===== config.mk =====
export PLATFORM = sky130hd
export DESIGN_NAME = ex_muldiv
export DESIGN_NICKNAME = d
export VERILOG_FILES = /design/src/rtl/ex_muldiv_pkg.sv /design/src/rtl/ex_muldiv_iter.sv /design/src/rtl/ex_muldiv.sv
export SDC_FILE = /design/constraint.sdc
export NUM_CORES = 1
export LEC_CHECK = 0
export BUFFER_PORTS_ARGS = -buffer_cell sky130_fd_sc_hd__buf_4
export CORE_UTILIZATION = 54
export CTS_CLUSTER_SIZE = 10
export DETAILED_ROUTE_END_ITERATION = 8
export PLACE_DENSITY = 0.82
export SETUP_SLACK_MARGIN = 0.1
export SYNTH_ARGS = -nofsm -noshare
export SYNTH_HDL_FRONTEND = slang
export SYNTH_SLANG_ARGS = --single-unit

===== constraint.sdc =====
create_clock -name clk -period 9.4 [get_ports clk]
set_input_delay 0.47 -clock clk [delete_from_list [all_inputs] [get_ports clk]]
set_output_delay 0.47 -clock clk [all_outputs]
set_load 0.02 [all_outputs]

===== src/rtl/ex_muldiv_pkg.sv =====
// Shared op codes and FSM state encodings for the EX-stage iterative multiply/divide unit.
package ex_muldiv_pkg;

  typedef enum logic [2:0] {
    MD_MUL    = 3'd0,
    MD_MULH   = 3'd1,
    MD_MULHSU = 3'd2,
    MD_MULHU  = 3'd3,
    MD_DIV    = 3'd4,
    MD_DIVU   = 3'd5,
    MD_REM    = 3'd6,
    MD_REMU   = 3'd7
  } md_op_e;

  typedef enum logic [1:0] {
    MD_IDLE = 2'd0,
    MD_CALC = 2'd1,
    MD_DONE = 2'd2
  } md_state_e;

  function automatic logic md_is_div(input md_op_e op);
    return op inside {MD_DIV, MD_DIVU, MD_REM, MD_REMU};
  endfunction

endpackage


===== src/rtl/ex_muldiv_iter.sv =====
// Radix-2 datapath: shift-add multiply (2*XLEN product) and restoring divide on operand magnitudes.
// MULDIV_EARLY_OUT_EN adds a remaining-multiplier-bits zero detect output.
module muldiv_iter #(
  parameter int unsigned XLEN = 32
) (
  input  logic              clk,
  input  logic              rst_n,
  input  logic              load_i,
  input  logic              step_i,
  input  logic              is_div_i,
  input  logic [XLEN-1:0]   opx_i,
  input  logic [XLEN-1:0]   opy_i,
  input  logic [XLEN-1:0]   rem_i,
  output logic [2*XLEN-1:0] prod_o,
  output logic [XLEN-1:0]   quot_o,
  output logic [XLEN-1:0]   rem_o
`ifdef MULDIV_EARLY_OUT_EN
  ,
  output logic              mplier_last_o
`endif
);

  logic [2*XLEN-1:0] prod_q, prod_d;
  logic [2*XLEN-1:0] mcand_q, mcand_d;
  logic [XLEN-1:0]   mplier_q, mplier_d;
  logic [XLEN-1:0]   rem_q, rem_d;
  logic [XLEN:0]     trial, diff;

  // mplier_q doubles as the multiplier shifter and the dividend/quotient shifter;
  // mcand_q[XLEN-1:0] holds the divisor during a divide.
  always_comb begin
    prod_d   = prod_q;
    mcand_d  = mcand_q;
    mplier_d = mplier_q;
    rem_d    = rem_q;
    trial    = '0;
    diff     = '0;
    if (load_i) begin
      prod_d   = '0;
      mcand_d  = {{XLEN{1'b0}}, opy_i};
      mplier_d = opx_i;
      rem_d    = rem_i;
    end else if (step_i) begin
      if (is_div_i) begin
        trial = {rem_q, mplier_q[XLEN-1]};
        diff  = trial - {1'b0, mcand_q[XLEN-1:0]};
        if (!diff[XLEN]) begin
          rem_d    = diff[XLEN-1:0];
          mplier_d = {mplier_q[XLEN-2:0], 1'b1};
        end else begin
          rem_d    = trial[XLEN-1:0];
          mplier_d = {mplier_q[XLEN-2:0], 1'b0};
        end
      end else begin
        if (mplier_q[0]) prod_d = prod_q + mcand_q;
        mcand_d  = mcand_q << 1;
        mplier_d = mplier_q >> 1;
      end
    end
  end

  always_ff @(posedge clk or negedge rst_n) begin
    if (!rst_n) begin
      prod_q   <= '0;
      mcand_q  <= '0;
      mplier_q <= '0;
      rem_q    <= '0;
    end else begin
      prod_q   <= prod_d;
      mcand_q  <= mcand_d;
      mplier_q <= mplier_d;
      rem_q    <= rem_d;
    end
  end

  assign prod_o = prod_q;
  assign quot_o = mplier_q;
  assign rem_o  = rem_q;

`ifdef MULDIV_EARLY_OUT_EN
  // True when the step taken this cycle consumes the last set multiplier bit.
  assign mplier_last_o = (mplier_q[XLEN-1:1] == '0);
`endif

endmodule


===== src/rtl/ex_muldiv.sv =====
// Iterative RV32M/RV64M multiply/divide unit: FSM, counter, flush and stall control.
// Optional MULDIV_EARLY_OUT_EN ends multiplies once the multiplier bits are exhausted.
module ex_muldiv
  import ex_muldiv_pkg::*;
#(
  parameter int unsigned XLEN = 32
) (
  input  logic            clk,
  input  logic            rst_n,
  input  logic            idex_md_start_i,
  input  logic [2:0]      idex_md_op_i,
  input  logic [XLEN-1:0] idex_op_a_i,
  input  logic [XLEN-1:0] idex_op_b_i,
  input  logic [4:0]      idex_reg_waddr_i,
  input  logic            fc_flush_ex_i,
  output logic            ex_md_stall_o,
  output logic            ex_md_busy_o,
  output logic            ex_md_done_o,
  output logic [XLEN-1:0] ex_md_result_o,
  output logic [4:0]      ex_md_reg_waddr_o
);

  localparam int unsigned CNT_W = $clog2(XLEN) + 1;
  localparam logic [XLEN-1:0] XMIN = {1'b1, {(XLEN-1){1'b0}}};

  md_state_e         state_q, state_d;
  logic [CNT_W-1:0]  cnt_q, cnt_d;
  md_op_e            op_q, op_d;
  logic              sign_q, sign_d;
  logic [4:0]        wlat_q, wlat_d;
  logic [4:0]        waddr_q, waddr_d;
  logic [XLEN-1:0]   result_q, result_d;

  md_op_e            op_in;
  logic              in_div, a_neg, b_neg, special, ovf;
  logic [XLEN-1:0]   a_mag, b_mag;
  logic              load, step;
  logic [XLEN-1:0]   ld_x, ld_y, ld_rem;
  logic [2*XLEN-1:0] prod, prod_fix;
  logic [XLEN-1:0]   quot, rem, quot_fix, rem_fix, final_res;
  logic              done_int;
`ifdef MULDIV_EARLY_OUT_EN
  logic              mplier_last;
`endif

  always_comb begin
    op_in   = md_op_e'(idex_md_op_i);
    in_div  = md_is_div(op_in);
    a_neg   = (op_in inside {MD_MULH, MD_MULHSU, MD_DIV, MD_REM}) && idex_op_a_i[XLEN-1];
    b_neg   = (op_in inside {MD_MULH, MD_DIV, MD_REM}) && idex_op_b_i[XLEN-1];
    a_mag   = a_neg ? -idex_op_a_i : idex_op_a_i;
    b_mag   = b_neg ? -idex_op_b_i : idex_op_b_i;
    ovf     = (op_in inside {MD_DIV, MD_REM}) && (idex_op_a_i == XMIN) && (idex_op_b_i == '1);
    special = in_div && ((idex_op_b_i == '0) || ovf);
  end

  always_comb begin
    prod_fix = sign_q ? -prod : prod;
    quot_fix = sign_q ? -quot : quot;
    rem_fix  = sign_q ? -rem  : rem;
    case (op_q)
      MD_MUL:                       final_res = prod_fix[XLEN-1:0];
      MD_MULH, MD_MULHSU, MD_MULHU: final_res = prod_fix[2*XLEN-1:XLEN];
      MD_DIV, MD_DIVU:              final_res = quot_fix;
      default:                      final_res = rem_fix;
    endcase
  end

  always_comb begin
    state_d  = state_q;
    cnt_d    = cnt_q;
    op_d     = op_q;
    sign_d   = sign_q;
    wlat_d   = wlat_q;
    waddr_d  = waddr_q;
    result_d = result_q;
    load     = 1'b0;
    step     = 1'b0;
    ld_x     = in_div ? a_mag : b_mag;
    ld_y     = in_div ? b_mag : a_mag;
    ld_rem   = '0;
    case (state_q)
      MD_IDLE: begin
        if (idex_md_start_i) begin
          op_d   = op_in;
          wlat_d = idex_reg_waddr_i;
          cnt_d  = '0;
          load   = 1'b1;
          if (special) begin
            // Preload quotient/remainder so the DONE mux needs no special path.
            state_d = MD_DONE;
            sign_d  = 1'b0;
            ld_x    = ovf ? XMIN : '1;
            ld_rem  = ovf ? '0 : idex_op_a_i;
          end else begin
            state_d = MD_CALC;
            sign_d  = (op_in inside {MD_REM}) ? a_neg : (a_neg ^ b_neg);
          end
        end
      end
      MD_CALC: begin
        step  = 1'b1;
        cnt_d = cnt_q + CNT_W'(1);
        if (cnt_q == CNT_W'(XLEN - 1)) state_d = MD_DONE;
`ifdef MULDIV_EARLY_OUT_EN
        if (!md_is_div(op_q) && mplier_last) state_d = MD_DONE;
`endif
      end
      MD_DONE: begin
        result_d = final_res;
        waddr_d  = wlat_q;
        state_d  = MD_IDLE;
      end
      default: state_d = MD_IDLE;
    endcase
    if (fc_flush_ex_i) begin
      state_d  = MD_IDLE;
      cnt_d    = '0;
      op_d     = op_q;
      sign_d   = sign_q;
      wlat_d   = wlat_q;
      waddr_d  = waddr_q;
      result_d = result_q;
      load     = 1'b0;
      step     = 1'b0;
    end
  end

  always_ff @(posedge clk or negedge rst_n) begin
    if (!rst_n) begin
      state_q  <= MD_IDLE;
      cnt_q    <= '0;
      op_q     <= MD_MUL;
      sign_q   <= 1'b0;
      wlat_q   <= '0;
      waddr_q  <= '0;
      result_q <= '0;
    end else begin
      state_q  <= state_d;
      cnt_q    <= cnt_d;
      op_q     <= op_d;
      sign_q   <= sign_d;
      wlat_q   <= wlat_d;
      waddr_q  <= waddr_d;
      result_q <= result_d;
    end
  end

  muldiv_iter #(.XLEN(XLEN)) u_iter (
    .clk           (clk),
    .rst_n         (rst_n),
    .load_i        (load),
    .step_i        (step),
    .is_div_i      (md_is_div(op_q)),
    .opx_i         (ld_x),
    .opy_i         (ld_y),
    .rem_i         (ld_rem),
    .prod_o        (prod),
    .quot_o        (quot),
    .rem_o         (rem)
`ifdef MULDIV_EARLY_OUT_EN
    ,
    .mplier_last_o (mplier_last)
`endif
  );

  // Result is forwarded in the DONE cycle itself, since stall drops there.
  assign done_int          = (state_q == MD_DONE) && !fc_flush_ex_i;
  assign ex_md_done_o      = done_int;
  assign ex_md_result_o    = done_int ? final_res : result_q;
  assign ex_md_reg_waddr_o = done_int ? wlat_q : waddr_q;
  assign ex_md_busy_o      = (state_q != MD_IDLE);
  assign ex_md_stall_o     = (idex_md_start_i && (state_q == MD_IDLE)) || (state_q == MD_CALC);

endmodule


; Yosys cells after proc, flatten, opt, wreduce, memory -nomap -nowiden
; Index checks and enable logic that the tools add are counted.
[totals]
ff_bits = 246
output_inout_bits = 40
wordCells = 122
[classes]
addsub = 8
eq_ne = 21
mux = 48
n_bitwise = 2
reduce_logical = 32
[op_table]
columns = op, count
row1 = $mux W32, 21
row2 = $mux W64, 8
row3 = $neg A32 Y32, 4
row4 = $pmux W32 S3, 1
row5 = $add A64 B64 Y64, 1
row6 = $eq A32 B32 Y1 const B, 2
row7 = $neg A64 Y64, 1
row8 = $sub A33 B32 Y33, 1
row9 = $logic_not A32 Y1, 1
row10 = $mux W31, 1
row11 = $eq A3 B3 Y1 const B, 8
row12 = $mux W6, 2
row13 = $pmux W6 S2, 1
row14 = $reduce_bool A4 Y1, 3
row15 = $reduce_and A2 Y1, 5
row16 = $reduce_bool A2 Y1, 5
row17 = $eq A3 B2 Y1 const B, 3
row18 = $mux W1, 8
row19 = $mux W2, 4
row20 = $logic_and A1 B1 Y1, 7
row21 = $add A6 B1 Y6 const B, 1
row22 = $eq A3 B1 Y1 const B, 2
row23 = $eq A6 B5 Y1 const B, 1
row24 = $ne A3 B3 Y1 const B, 2
row25 = 15 further kinds, 18

; Longest topological paths before layout
; Gate-level depths: netlist of the first run.
[depth]
word_depth = 10
mapped_depth = 15
ltp_nobuf = 13

; Cells and area by module
; A second synthesis of the first run with hierarchy kept.
[hier_totals]
hier_cells = 2953
hier_area_um2 = 22738.1
[modules_own_cells]
columns = module, n_inst, cells_per_inst, area_per_inst_um2, seq_area_each_um2
row1 = muldiv_iter, 1, 1746, 13999.7, 4804.6
row2 = ex_muldiv, 1, 1207, 8738.4, 1351.3

; Worst setup path before layout of the first run
; OpenSTA, ideal clock, no wires.
[synth_timing]
path_kind = flip-flop to output port
from = register u_iter.mplier_q[0], in the netlist u_iter.quot_o[0]
to = output ex_md_result_o[30]
arrival_time_ns = 3.323
required_ns = 8.930
path_slack_ns = 5.607
stages_incl_launch_ff = 13
n_path_buf = 0
path_cell_list = dfrtp_1 -> inv_1 -> ha_1 -> nand2b_1 -> or4_1 -> or2_2 -> or4_4 -> or3_1 -> o31ai_1 -> xor2_1 -> o22ai_1 -> a221oi_1 -> o21ai_1
[synth_between]
elab_chain_len = 4
[synth_lines]
columns = element, line_no
row1 = start: declaration, ex_muldiv_iter.sv:25  ; logic [XLEN-1:0] mplier_q, mplier_d;
row2 = start signal: assignment, ex_muldiv_iter.sv:71  ; mplier_q <= mplier_d;
row3 = $neg A32 Y32, ex_muldiv.sv:59  ; quot_fix = sign_q ? -quot : quot;
row4 = $mux W32, ex_muldiv.sv:59
row5 = $pmux W32 S3, ex_muldiv.sv:61  ; case (op_q)
row6 = $mux W32, ex_muldiv.sv:170  ; assign ex_md_result_o = done_int ? final_res : result_q;
row7 = end: declaration, ex_muldiv.sv:19  ; output logic [XLEN-1:0] ex_md_result_o,
; No other way between the ends.

; Worst setup path in the final report of the first run
[layout_timing]
from = register u_iter.prod_q[5], in the netlist u_iter.prod_o[5]
to = output ex_md_result_o[25]
[layout_between]
elab_chain_len = 4
[layout_lines]
columns = element, line_no
row1 = start: declaration, ex_muldiv_iter.sv:23  ; logic [2*XLEN-1:0] prod_q, prod_d;
row2 = start signal: assignment, ex_muldiv_iter.sv:69  ; prod_q <= prod_d;
row3 = $neg A64 Y64, ex_muldiv.sv:58  ; prod_fix = sign_q ? -prod : prod;
row4 = $mux W64, ex_muldiv.sv:58
row5 = $pmux W32 S3, ex_muldiv.sv:61
row6 = $mux W32, ex_muldiv.sv:170
; No other way between the ends.

==> results of run 1 <==
area by class of cell:
cell class                 instances  area, um^2
clock inverter                     5       75.07
multi-input combinational       2161       14070
clock buffer                      44       874.6
fill                            3426       15450
sequential                       246        6161
inverter                          73       274.0
timing repair buffer             144        1091
tap                              518       648.1
registers in the layout, summed over array words and instances (netlist names):
register / flops
u_iter.mcand_q: 64
u_iter.prod_o: 64
result_q: 32
u_iter.quot_o: 32
u_iter.rem_o: 32
cnt_q: 6
waddr_q: 5
wlat_q: 5
op_q: 3
state_q: 2
sign_q: 1
layer usage:
| metal | vias to the layer above | routed length (um) | GRT usage (%) |
|---|---|---|---|
| met2 | 1309 | 33260 | 57.54 |
| li1 | 9829 | - | - |
| met1 | 10420 | 31620 | 51.67 |
| met3 | 229 | 7823 | 6.754 |
| met5 | - | 17 | 0 |
| met4 | 2 | 4264 | 19.28 |
final timing paths:
path | end | depth (start not counted) | slack, ns
setup / recovery | ex_md_result_o[25] | 10 | 4.16
hold / removal | wlat_q[1]$_DFFE_PN0P_ | 3 | 0.09
setup reg to reg | u_iter.prod_o[62]$_DFFE_PN0P_ | 12 | 4.95
hold reg to reg | wlat_q[1]$_DFFE_PN0P_ | 2 | 0.48
max in group asynchronous | sign_q$_DFFE_PN0P_ | 3 | 7.17
min in group asynchronous | u_iter.prod_o[51]$_DFFE_PN0P_ | 2 | 0.53
cells in the final DEF, fill, tap and decap left out, types with 29 or more instances in the layout:
master,Yosys,routed
a211oi_1,58,58
a21o_1,51,51
a21oi_1,198,198
a22o_1,44,44
a31oi_1,53,53
buf_4,0,142
clkbuf_16,0,31
dfrtp_1,246,244
ha_1,102,102
inv_1,73,73
nand2_1,321,320
nand3_1,33,33
nand4_1,41,41
nor2_1,182,179
nor3_1,47,45
o21ai_0,229,229
o22ai_1,29,29
o31ai_1,64,64
o41ai_1,29,29
or3_1,37,37
xnor2_1,118,117
xor2_1,127,127
timing repair:
| action | CTS | global route |
|---|---|---|
| hold buffers | 1 | 0 |
| setup buffers | 0 | 0 |
| endpoints found under the hold margin | 4 | 0 |
kinds of logic after synthesis:
kind of cell,count (synthesis)
muxes,49
DFF,246
and+or+nand+nor,804
adders and majority gates,104
AOI/OAI and AO/OA,959
buffers and inverters,251
xor gates and xnor gates,245
critical path, cell delays in order, from the launching register on:
cell and delay, ns:
dfrtp_1 0.43, or3_1 0.49, nor4_1 0.79, nand4_1 0.41
nor3_1 0.40, nand3_1 0.30, o41ai_1 0.45, xnor2_1 0.16
a221oi_1 0.43, o21ai_1 0.14, buf_4 0.20
report_power, final:
part / internal (W) / switching [W] / leakage (nW)
clock: 0.000688 / 0.000474 / 0.467
sequential: 0.00142 / 0.000611 / 3.11
combinational: 0.00179 / 0.00289 / 6.31
through the flow:
stage	total power, W	worst slack [ns]	hold WS [ns]	utilization, %	instance area [um^2]
after floorplan	0.005116	5.607	0.1744	-	21130
after global placement	0.006432	5.101	0.4577	57.54	22240
after CTS	0.007713	4.301	0.08379	60.02	23200
final	0.007878	4.156	0.09486	60.02	23200
after detailed placement	0.006540	4.910	0.4620	57.54	22240
after global routing	0.008337	3.966	0.1000	60.02	23200
==> flow_summary.ini, run 1 <==
[floorplanning]
die_x_um = 199.8
start_util_pct = 54.68
core_area_um2 = 38650
die_h_um = 199.8
ioPinCount = 116
die-area_um2 = 39930
std_cell_rows = 72

[route]
dr.pass1.iters = 6
drtAntennaViolNets = 0
drc = 0
routedWlPerCell_um = 24.13
dr.first_iter.drc_count = 2480
wirelength_um = 76990
vias = 21790
vias_per_cell = 6.828

[synthesis]
synth-simple-area-share_pct = 17.94
syn-cell-area_um2 = 21130
synth_compound_area_share_pct = 29.41
yosysMostFrequentCell = nand2_1
synth_adder_area_share_pct = 6.228
synth_ff_type = dfrtp_1
synth-edff-count = 0
synth-async-reset-ratio_pct = 100.0
synth.area.mux_share_pct = 2.629
synth.area.top_cells = dfrtp_1 29%, ha_1 6.0%, nand2_1 5.7%
yosys.area_share.xor_xnor_pct = 10.15
ys_ff_latch = 246
yosys_warnings = 0
syn_nets = 2838
synth_top_family_by_area = compound AO/OA/AOI/OAI gates
synthCells = 2658
seq_area_frac_synth_pct = 29.13
syn_avg_cell_area_um2 = 7.951
synth_top_area_share_pct = 29.13
synth_top_area_cell = dfrtp_1
synth_common_cells = 321 x nand2_1, 246 x dfrtp_1, 229 x o21ai_0
synth_cell_types = 81

[sta]
period_minus_slack_ns = 5.244
relSlewSlack_pct = 19.31
drv_slew = 0
post-route-period-util_pct = 55.79
fin_skew_ns = 0.01719
final_hold_viol_count = 0
tns_ns = 0
rsz0062_at_grt = false
setup_viol = 0
fmax_ghz = 0.1907
worst_pin_slew_ns = 1.206

[setup_path]
endpoint_kind = primary output
crit_fanout = 7
critPathKind = reg2out
startpoint = u_iter.prod_o[5]$_DFFE_PN0P_
r2r-start = u_iter.mcand_q[0]$_DFFE_PN0P_
cp.arrival_ns = 4.77
critPathRequiredTime_ns = 8.93
cp-start-kind = register

[clocking]
htreeDepth = 1
cts_root_buf = clkbuf_16
clk_path_buf_depth = 3
cts.repair.resized = 0
cts_tree = built
clk_latency_ns = 0.58
clock_sinks = 246
cts_made_buffers = 31
clk_pin_slew_ns = 0.06

[power_and_ir_drop]
power_density_nw_per_um2 = 339.6
leakagePower_nw = 9.889
ir_worst_vdd_v = 0.0001850

[grt]
grt_max_degree = 110
grt_pass1_vias = 19730
grt_pass1_wl_um = 116000
antenna_found_initial = 1
track_usage_pct = 37.90
grt_remaining_overflow = 0

[finish]
syn_to_final_growth_pct = 9.757
drive_above_1_share_pct = 9.353
fin_cells = 3191
layout.nets = 2837
antenna_cells = 0

[place]
place.gp.congestion = 1.038
dp_cells = 3141
port_buffers = 115
hpwl_um = 58320

[min_path]
min_path_type = in2reg
min_from = idex_reg_waddr_i[1]

[run_status]
status = complete, no violations

[job]
max_cap_violations = 0
Power figures use the tool's default switching activity.
==> run 2: changes to the inputs <==
- clock period: 9.4 -> 5 ns (I/O delays scaled with it)
==> run 2 against run 1 <==
  * Sequential share of layout area down 0.56 points
  * Core utilization grew 1.3 points
  * Clock skew up 0.0049 ns
  * Register-to-register slack got worse by 4.2 ns
  * Wire length up 2.9%
  * Clock power grew 91%
  * Setup slack worse by 3.9 ns
==> flow_summary.ini, run 2 (synthesis gave the netlist of run 1 again) <==
[floorplanning]
core_area_um2 = 38650
std_cell_rows = 72
start_util_pct = 54.68
die_x_um = 199.8
die-area_um2 = 39930
die_h_um = 199.8
ioPinCount = 116

[setup_path]
cp.arrival_ns = 4.51
cp_slowest_cell = or4_4
cp-start-kind = register
crit_chain = inv_1 > ha_1 > nand2b_1 > or4_1 > or2_2 > or4_4 > or3_1 > o31ai_1 > xor2_1 > o22ai_1 > a221oi_2 > o21ai_1 > buf_4
endpoint_kind = primary output
critPathKind = reg2out
crit_path_max_incr_delay_ns = 0.53
critPathRequiredTime_ns = 4.75
crit_fanout = 6

[clocking]
clock_sinks = 246
clk_latency_ns = 0.60
clk_path_buf_depth = 3
cts_root_buf = clkbuf_16
htreeDepth = 1
cts_tree = built
cts_made_buffers = 31
clk_pin_slew_ns = 0.06

[route]
drc = 0
wl_met2_um = 34020
drtAntennaViolNets = 0
dr.first_iter.drc_count = 2431
wl_met1_um = 32890
vias_per_cell = 6.746
vias = 21880
routed-wl-met3_um = 8033
top_layer = met5
routedWlPerCell_um = 24.42
dr.pass1.iters = 6
wirelength_um = 79210

[grt]
grt_pass1_wl_um = 119000
grt_pass1_vias = 20030
grt_max_degree = 116
antenna_found_initial = 1
grt_remaining_overflow = 0
track_usage_pct = 39.25

[finish]
layout.nets = 2885
n_fill_cell = 3399
drive_above_1_share_pct = 9.879
syn_to_final_growth_pct = 12.14
mostFrequentLayoutCells = 320 x nand2_1, 244 x dfrtp_1, 229 x o21ai_0
mostFrequentLayoutCell = nand2_1

[run_status]
status = complete, no violations

[power_and_ir_drop]
power_density_nw_per_um2 = 631.1
p_total_w = 0.01496
ir_worst_vdd_v = 0.0003872
leakagePower_nw = 10.12

[place]
port_buffers = 115
hpwl_um = 59890
place.gp.congestion = 0.9944

[sta]
fin_skew_ns = 0.02210
drv_slew = 0
fmax_ghz = 0.2103
holdWs_ns = 0.01606
final_hold_viol_count = 0
period_minus_slack_ns = 4.756
setup_viol = 0
relSlewSlack_pct = 20.26
tns_ns = 0
worst_pin_slew_ns = 1.195
rsz0062_at_grt = true
post-route-period-util_pct = 95.12

[job]
max_cap_violations = 0

[min_path]
min_path_type = in2reg
==> run 2: routing by layer <==
layer	vias to the layer above	GRT usage, %
li1	9903	-
met1	10620	54.07
met2	1141	58.91
met3	209	7.476
met4	2	19.14
met5	-	0
==> run 2: critical path, delay by kind of cell (launching register included) <==
kind	cells	cell delay, ns
xor+xnor	1	0.18
compound gates	4	0.83
fa+ha+maj	1	0.19
simple gates	5	1.89
buf+inv	2	0.34
flops	1	0.46
==> run 2: final cells by class <==
class                      count  area [um^2]  area share [%]
multi-input combinational   2161        14090           59.46
tap                          518        648.1           2.735
timing repair buffer         192         1551           6.547
antenna                        2        5.005         0.02112
inverter                      73        274.0           1.156
clock inverter                 6        108.9          0.4593
clock buffer                  45        858.3           3.622
sequential                   246         6161           26.00
==> run 2: path summary, 6_finish.rpt <==
check | from | endpoint | slack [ns] | cells after the start
min in group asynchronous | rst_n | u_iter.prod_o[52]$_DFFE_PN0P_ | 0.31 | 2
worst max register to register | u_iter.mcand_q[0]$_DFFE_PN0P_ | u_iter.prod_o[60]$_DFFE_PN0P_ | 0.76 | 12
worst max-delay path | u_iter.quot_o[0]$_DFFE_PN0P_ | ex_md_result_o[30] | 0.24 | 13
max in group asynchronous | rst_n | op_q[2]$_DFFE_PN0P_ | 3.40 | 3
worst min register to register | wlat_q[0]$_DFFE_PN0P_ | wlat_q[0]$_DFFE_PN0P_ | 0.48 | 2
worst min-delay path | idex_op_a_i[25] | u_iter.rem_o[25]$_DFFE_PN0P_ | 0.02 | 3
==> run 2: where the power goes <==
part / leakage (nW) / total (W) / internal (W) / switching (W)
combinational: 6.54 / 0.00895 / 0.00344 / 0.00551
clock: 0.471 / 0.00222 / 0.00132 / 0.000893
sequential: 3.11 / 0.00379 / 0.00268 / 0.00111
total: 10.1 / 0.0150 / 0.00744 / 0.00752
==> run 2: timing repair <==
| action | CTS | global route |
|---|---|---|
| resized for setup | 0 | 3 |
| hold buffers | 31 | 0 |
| buffers inserted | 0 | 3 |
| endpoints found under the setup margin | 0 | 3 |
| endpoints found under the hold margin | 143 | 0 |
==> run 2: per-stage QoR <==
step                instance area [um^2]  setup WS [ns]  instances  utilization (%)
CTS                                23650         0.1461       3238            61.20
global route                       23690        0.04112       3241            61.31
detailed placement                 22370         0.7729       3156            57.89
floorplan                          21130          1.318       2658                -
global placement                   22370         0.8660       3156            57.89
finish                             23700         0.2438       3243            61.32
